===== src/rtl/rst_req_gen_if.sv =====
// Request/status bundle between the reset-request originator and its controller.
// The master drives the requests and the slave (rst_req_gen) returns the reset line and status.
interface rst_req_gen_if;
  logic       soft_rst_req;
  logic       wdog_en;
  logic       kick;
  logic       RST_req_n;
  logic [1:0] rst_cause;
  logic       busy;

  modport master (
    output soft_rst_req, wdog_en, kick,
    input  RST_req_n, rst_cause, busy
  );

  modport slave (
    input  soft_rst_req, wdog_en, kick,
    output RST_req_n, rst_cause, busy
  );
endinterface


===== src/rtl/rst_req_gen.sv =====
// Reset-request originator: a soft request or a watchdog timeout becomes a fixed-width RST_req_n pulse, followed by a holdoff.
// The watchdog is built only when RST_REQ_WDOG_EN is defined; otherwise only soft_rst_req triggers.
module rst_req_gen #(
  parameter int unsigned WDOG_W       = 16,
  parameter int unsigned WDOG_TIMEOUT = 50000,
  parameter int unsigned PULSE_CYC    = 16,
  parameter int unsigned HOLDOFF_CYC  = 64
) (
  input  logic         clk,
  input  logic         rst_n,
  rst_req_gen_if.slave bus
);

  localparam int unsigned PH_MAX = (PULSE_CYC > HOLDOFF_CYC) ? PULSE_CYC : HOLDOFF_CYC;
  localparam int unsigned PH_W   = $clog2(PH_MAX + 1);

  typedef enum logic [1:0] {
    ST_IDLE    = 2'd0,
    ST_ASSERT  = 2'd1,
    ST_HOLDOFF = 2'd2
  } state_e;

  state_e          state_q, state_d;
  logic [PH_W-1:0] phase_q, phase_d;
  logic [1:0]      cause_q, cause_d;
  logic            rst_req_n_q, rst_req_n_d;
  logic            busy_q, busy_d;
  logic            armed;
  logic            wdog_fire;
  logic            trig;

  // The last holdoff cycle behaves as idle so a held request re-fires without a gap.
  assign armed = (state_q == ST_IDLE) ||
                 ((state_q == ST_HOLDOFF) && (phase_q == PH_W'(HOLDOFF_CYC - 1)));
  assign trig  = armed && (bus.soft_rst_req || wdog_fire);

`ifdef RST_REQ_WDOG_EN
  localparam logic [WDOG_W-1:0] WCNT_TOP = WDOG_W'(WDOG_TIMEOUT - 1);

  logic [WDOG_W-1:0] wcnt_q, wcnt_d;

  // Kick in the timeout cycle wins over the fire.
  assign wdog_fire = armed && bus.wdog_en && !bus.kick && (wcnt_q == WCNT_TOP);

  // Counter runs only while idle and enabled; held at zero while busy, saturates at the top.
  always_comb begin
    wcnt_d = '0;
    if ((state_q == ST_IDLE) && bus.wdog_en && !bus.kick && !trig) begin
      wcnt_d = (wcnt_q == WCNT_TOP) ? wcnt_q : wcnt_q + WDOG_W'(1);
    end
  end

  always_ff @(posedge clk) begin
    if (!rst_n) begin
      wcnt_q <= '0;
    end else begin
      wcnt_q <= wcnt_d;
    end
  end
`else
  logic unused_wdog;

  assign wdog_fire   = 1'b0;
  assign unused_wdog = ^{bus.wdog_en, bus.kick};
`endif

  // State and registered outputs.
  always_ff @(posedge clk) begin
    if (!rst_n) begin
      state_q     <= ST_IDLE;
      phase_q     <= '0;
      cause_q     <= 2'b00;
      rst_req_n_q <= 1'b1;
      busy_q      <= 1'b0;
    end else begin
      state_q     <= state_d;
      phase_q     <= phase_d;
      cause_q     <= cause_d;
      rst_req_n_q <= rst_req_n_d;
      busy_q      <= busy_d;
    end
  end

  // Next state and shared phase counter.
  always_comb begin
    state_d = state_q;
    phase_d = phase_q;
    unique case (state_q)
      ST_IDLE: begin
        if (trig) begin
          state_d = ST_ASSERT;
          phase_d = '0;
        end
      end
      ST_ASSERT: begin
        if (phase_q == PH_W'(PULSE_CYC - 1)) begin
          state_d = ST_HOLDOFF;
          phase_d = '0;
        end else begin
          phase_d = phase_q + PH_W'(1);
        end
      end
      ST_HOLDOFF: begin
        if (trig) begin
          state_d = ST_ASSERT;
          phase_d = '0;
        end else if (phase_q == PH_W'(HOLDOFF_CYC - 1)) begin
          state_d = ST_IDLE;
          phase_d = '0;
        end else begin
          phase_d = phase_q + PH_W'(1);
        end
      end
      default: begin
        state_d = ST_IDLE;
        phase_d = '0;
      end
    endcase
  end

  // Output values to be registered at the next edge.
  always_comb begin
    rst_req_n_d = (state_d != ST_ASSERT);
    busy_d      = (state_d != ST_IDLE);
    cause_d     = cause_q;
    if (trig) begin
      cause_d = {wdog_fire, bus.soft_rst_req};
    end
  end

  assign bus.RST_req_n = rst_req_n_q;
  assign bus.rst_cause = cause_q;
  assign bus.busy      = busy_q;

endmodule

===== src/flat_wrapper.sv =====
// flat-port wrapper written by rule: the top's interface ports become plain ports
module rst_req_gen_flat 
#(
  parameter int unsigned WDOG_W       = 16,
  parameter int unsigned WDOG_TIMEOUT = 50000,
  parameter int unsigned PULSE_CYC    = 16,
  parameter int unsigned HOLDOFF_CYC  = 64
)
  (clk, rst_n, bus_soft_rst_req, bus_wdog_en, bus_kick, bus_RST_req_n, bus_rst_cause, bus_busy);
  rst_req_gen_if bus_i ();
  input  logic clk;
  input  logic rst_n;
  input wire logic [$bits(bus_i.soft_rst_req)-1:0] bus_soft_rst_req;
  input wire logic [$bits(bus_i.wdog_en)-1:0] bus_wdog_en;
  input wire logic [$bits(bus_i.kick)-1:0] bus_kick;
  output wire logic [$bits(bus_i.RST_req_n)-1:0] bus_RST_req_n;
  output wire logic [$bits(bus_i.rst_cause)-1:0] bus_rst_cause;
  output wire logic [$bits(bus_i.busy)-1:0] bus_busy;
  assign bus_i.soft_rst_req = bus_soft_rst_req;
  assign bus_i.wdog_en = bus_wdog_en;
  assign bus_i.kick = bus_kick;
  assign bus_RST_req_n = bus_i.RST_req_n;
  assign bus_rst_cause = bus_i.rst_cause;
  assign bus_busy = bus_i.busy;
  rst_req_gen #(.WDOG_W(WDOG_W), .WDOG_TIMEOUT(WDOG_TIMEOUT), .PULSE_CYC(PULSE_CYC), .HOLDOFF_CYC(HOLDOFF_CYC)) u_core (.clk(clk), .rst_n(rst_n), .bus(bus_i));
endmodule

===== config.mk =====
export PLATFORM = sky130hd
export DESIGN_NAME = rst_req_gen_flat
export DESIGN_NICKNAME = d
export VERILOG_FILES = /design/src/rtl/rst_req_gen_if.sv /design/src/rtl/rst_req_gen.sv /design/src/flat_wrapper.sv
export SDC_FILE = /design/constraint.sdc
export NUM_CORES = 1
export LEC_CHECK = 0
export CELL_PAD_IN_SITES_DETAIL_PLACEMENT = 1
export CELL_PAD_IN_SITES_GLOBAL_PLACEMENT = 1
export CORE_MARGIN = 5
export CORE_UTILIZATION = 36
export DETAILED_ROUTE_END_ITERATION = 6
export PLACE_DENSITY = 0.81
export SYNTH_ARGS = -nofsm -noshare
export SYNTH_HDL_FRONTEND = slang
export SYNTH_SLANG_ARGS = --single-unit

===== constraint.sdc =====
create_clock -name clk -period 1.8 [get_ports clk]
set_clock_uncertainty 0.15 [all_clocks]
set_input_delay 0.27 -clock clk [delete_from_list [all_inputs] [get_ports clk]]
set_output_delay 0.27 -clock clk [all_outputs]
set_load 0.05 [all_outputs]

==> flow_results.org <==
** Place
- Global placement routability congestion :: 0.854
- Input/output buffers :: 5
- Post-DP HPWL :: 1810 um
- Worst slack at placement :: -205 ps
- Post-DP Area :: 972 sq um

** Timing
- Setup Total Neg Slack :: -37.8 ps
- Across all setup checks in the final design, the least slack found is -37.8 ps.
- Number of max-slew violations in the final report :: 0
- Maximum clock rate :: 544 MHz
- Subtracting the final worst setup slack from the clock period gives 1840 ps.
- Setup repair after global routing could not meet its margin everywhere.
- Endpoints failing setup :: 1
- Period utilisation layout :: 102%
- Worst hold-check slack :: 368 ps
- Final-report hold violation count :: 0

** Min path
- Hold WC Path Type :: reg -> reg
- Worst hold start :: u_core.bus.rst_cause[0]

** Synth
- Syn nets :: 102
- Of the synthesized area, sequential elements account for 31.4%.
- Post-synthesis cell type with the largest combined area :: sky130_fd_sc_hd__dfxtp_1
- Synthesis handed over a netlist of 92 instances.
- Among all flip-flop cells after synthesis, the most frequent one is sky130_fd_sc_hd__dfxtp_1.
- The netlist uses 35 different library cells.
- After synthesis, the mean cell area works out to 8.32 sq um.
- FFs w/ async S/R, synth :: 0%
- Warnings from Yosys :: 0
- Of the post-synthesis cell area, the dominant cell type holds 31.4%.
- Summing every instance area after synthesis gives 766 sq um.
- By area the synthesized netlist is led by sky130_fd_sc_hd__dfxtp_1 31%, sky130_fd_sc_hd__ha_1 8.2%, sky130_fd_sc_hd__a21boi_1 4.9%.
- The synthesized design contains 0 enable-type register cells.
- Synthesized flop and latch total :: 12

** Run status
- The final reports fail on setup timing.
- The run finished, with violations left.

** Setup path
- Worst endpoint data arrival time :: 1840 ps
- Sum of buffers and inverters on the critical path :: 1
- FF-to-FF Start :: u_core.state_q[0]
- The worst setup path is launched from a flop.
- At the worst endpoint, the required time is 1810 ps.
- Crit-path max FO :: 5
- The signal on the critical path passes through inv_2, ha_4, a21bo_2, a31oi_1, a311oi_2, or3b_4.
- Critical path endpoint category :: flop
- On the critical path, the stage with the largest delay is an instance of sky130_fd_sc_hd__or3b_4.
- By startpoint and endpoint, the worst setup path is classified as reg -> reg.
- Crit path launch :: u_core.state_q[0]
- In this design, the stage delay of the slowest critical-path cell is 430 ps.
- Crit-path leading delay family :: compound AO/OA/AOI/OAI gates

** Finish
- Ant diodes :: 0
- Most common cell after layout, fill and taps aside :: sky130_fd_sc_hd__buf_4
- Share of final-layout standard cells stronger than drive strength 1 :: 41.0%
- Filler Cell Count :: 244
- Post-layout utilization of the core :: 55.5%
- Commonest cells after routing, fill and taps aside :: 24 x sky130_fd_sc_hd__buf_4, 9 x sky130_fd_sc_hd__nand2_1, 9 x sky130_fd_sc_hd__dfxtp_1
- After the last flow step, the layout net total stands at 129.
- Post-synthesis to final-layout area growth :: 45.1%
- Post-route standard cell area excluding fillers :: 1110 sq um

** Detailed routing
- Total Wirelength :: 2520 um
- Via Count :: 810
- Final routed DRC violation total :: 0
- Routed wirelength normalized by instance count :: 17.5 um
- Routed vias/inst :: 5.63
- Drt first-iter violations :: 12
- Number of detailed-route iterations in the first pass :: 4
- Number of nets with antenna violations after routing :: 0

** GRT
- Maximum number of pins on one net before global-route repair :: 13
- Across every metal layer, demand over resource in global routing totals 15.8%.
- The first global-routing pass estimated 3820 um of wire.
- Global-route congestion overflow total :: 0
- Vias in the first global route :: 824
- The number of antenna violations at the first check in global routing was 0.

** CTS
- The clock net in this run drives a total of 12 sinks.
- Max Buffers Root-to-Sink :: 2
- Clock edge transition at the registers on the reported setup and hold paths :: 70 ps
- Clock latency at the later pin of the worst-skew pair :: 270 ps
- TritonCTS clock tree :: built
- Total CTS buffers :: 3
- CTS Root Cell :: sky130_fd_sc_hd__clkbuf_4
- H-tree depth :: 1

** Die
- Core Footprint :: 2000 sq um
- Num rows :: 16
- Vertical die dimension :: 56.1 um
- The floorplan step defined a die boundary enclosing 3150 sq um.
- In this run the count of I/O pins placed on the die edge is 9.
- Initial standard-cell utilization of the core :: 38.2%
- The die is 56.1 um wide.

** Power
- Internal power contribution :: 0.482 mW
- In this run switching power makes up 35.5% of total power.
- VDD sags by at most 0.455 mV.
- Psw :: 0.266 mW
- Dividing total power by cell area gives a power density of 673 nW/um^2.
- Summed over all cells, the static leakage comes to 0.433 nW.
- The clock network burns 22.3% of the power.
- Proportion of power drawn by flip-flops and latches :: 38.8%
- The share of total power dissipated in combinational logic is 38.9%.

** Run
- The tool flagged a number of max-cap violations equal to 0.
[power groups by stage]
stage               registers, mW  clock network, mW  logic (mW)
floorplan                   0.334                  0      0.0928
global placement            0.294                  0       0.212
detailed placement          0.294                  0       0.226
CTS                         0.288              0.170       0.236
global route                0.291              0.185       0.310
finish                      0.290              0.167       0.291
[synthesized netlist by cell type (2+ instances only)]
| library cell | n |
|---|---|
| sky130_fd_sc_hd__a311oi_1 | 2 |
| sky130_fd_sc_hd__nor4b_1 | 2 |
| sky130_fd_sc_hd__nand2_1 | 9 |
| sky130_fd_sc_hd__inv_1 | 4 |
| sky130_fd_sc_hd__o22ai_1 | 3 |
| sky130_fd_sc_hd__nand3_1 | 3 |
| sky130_fd_sc_hd__clkbuf_1 | 2 |
| sky130_fd_sc_hd__nor2b_1 | 5 |
| sky130_fd_sc_hd__o311a_1 | 2 |
| sky130_fd_sc_hd__dfxtp_1 | 12 |
| sky130_fd_sc_hd__a21oi_1 | 4 |
| sky130_fd_sc_hd__ha_1 | 5 |
| sky130_fd_sc_hd__nor3_1 | 3 |
| sky130_fd_sc_hd__o21ai_0 | 5 |
| sky130_fd_sc_hd__nor2_1 | 4 |
| sky130_fd_sc_hd__a21boi_1 | 5 |
| sky130_fd_sc_hd__nand2b_1 | 4 |
[path summary, 6_finish.rpt]
kind                                           endpoint  slack (ps)  cells past startpoint
worst min-delay path            u_core.bus.rst_cause[0]         370                      2
worst max-delay path               u_core.bus.RST_req_n         -40                      6
worst max register to register     u_core.bus.RST_req_n         -40                      6
worst min register to register  u_core.bus.rst_cause[0]         370                      2
[layer usage]
| metal | wire length [um] | track usage [%] | part of all wire (%) |
|---|---|---|---|
| met4 | 54 | 7.12 | 2.1 |
| met3 | 93 | 6.26 | 3.7 |
| met5 | 0 | 0 | 0 |
| met2 | 1300 | 28.7 | 52 |
| met1 | 1070 | 15.6 | 43 |
[state kept, by name, summed over array words and instances, names as in the netlist]
name                  cells
u_core.state_q            2
u_core.bus.busy           1
u_core.bus.rst_cause      1
u_core.bus.RST_req_n      1
u_core.phase_q            7
[per-stage QoR]
step | instances | total power, mW
floorplan | 92 | 0.427
global placement | 140 | 0.506
detailed placement | 140 | 0.520
CTS | 144 | 0.694
global route | 144 | 0.787
finish | 144 | 0.748
[what timing repair did]
action | 4_1_cts | 5_1_grt
gates resized for setup | 7 | 19
hold buffers | 0 | 0
setup endpoints to repair | 5 | 8
setup buffers | 1 | 0
pin swaps | 1 | 5
cloned | 0 | 0
[tightest hold or removal path, stage by stage (launching register included)]
cell and delay, ps:
sky130_fd_sc_hd__dfxtp_1 340, sky130_fd_sc_hd__a21oi_1 50, sky130_fd_sc_hd__nor2b_1 100
[area by class of cell]
cell class / instances / area, sq um / area share (%)
clock buffer: 3 / 22.5 / 2.03
multi-input combinational: 72 / 596 / 53.6
timing repair buffer: 26 / 200 / 18.0
tap: 27 / 33.8 / 3.04
inverter: 4 / 15.0 / 1.35
sequential: 12 / 244 / 22.0
[kinds of logic after synthesis]
logic type                 share of synthesized area (%)
other                                              0.490
DFF                                                 31.4
and+or+nand+nor                                     25.8
adders and majority gates                           8.17
buffers and inverters                               4.57
AOI/OAI and AO/OA                                   29.6
No activity file was read; power rests on OpenSTA's default activity.
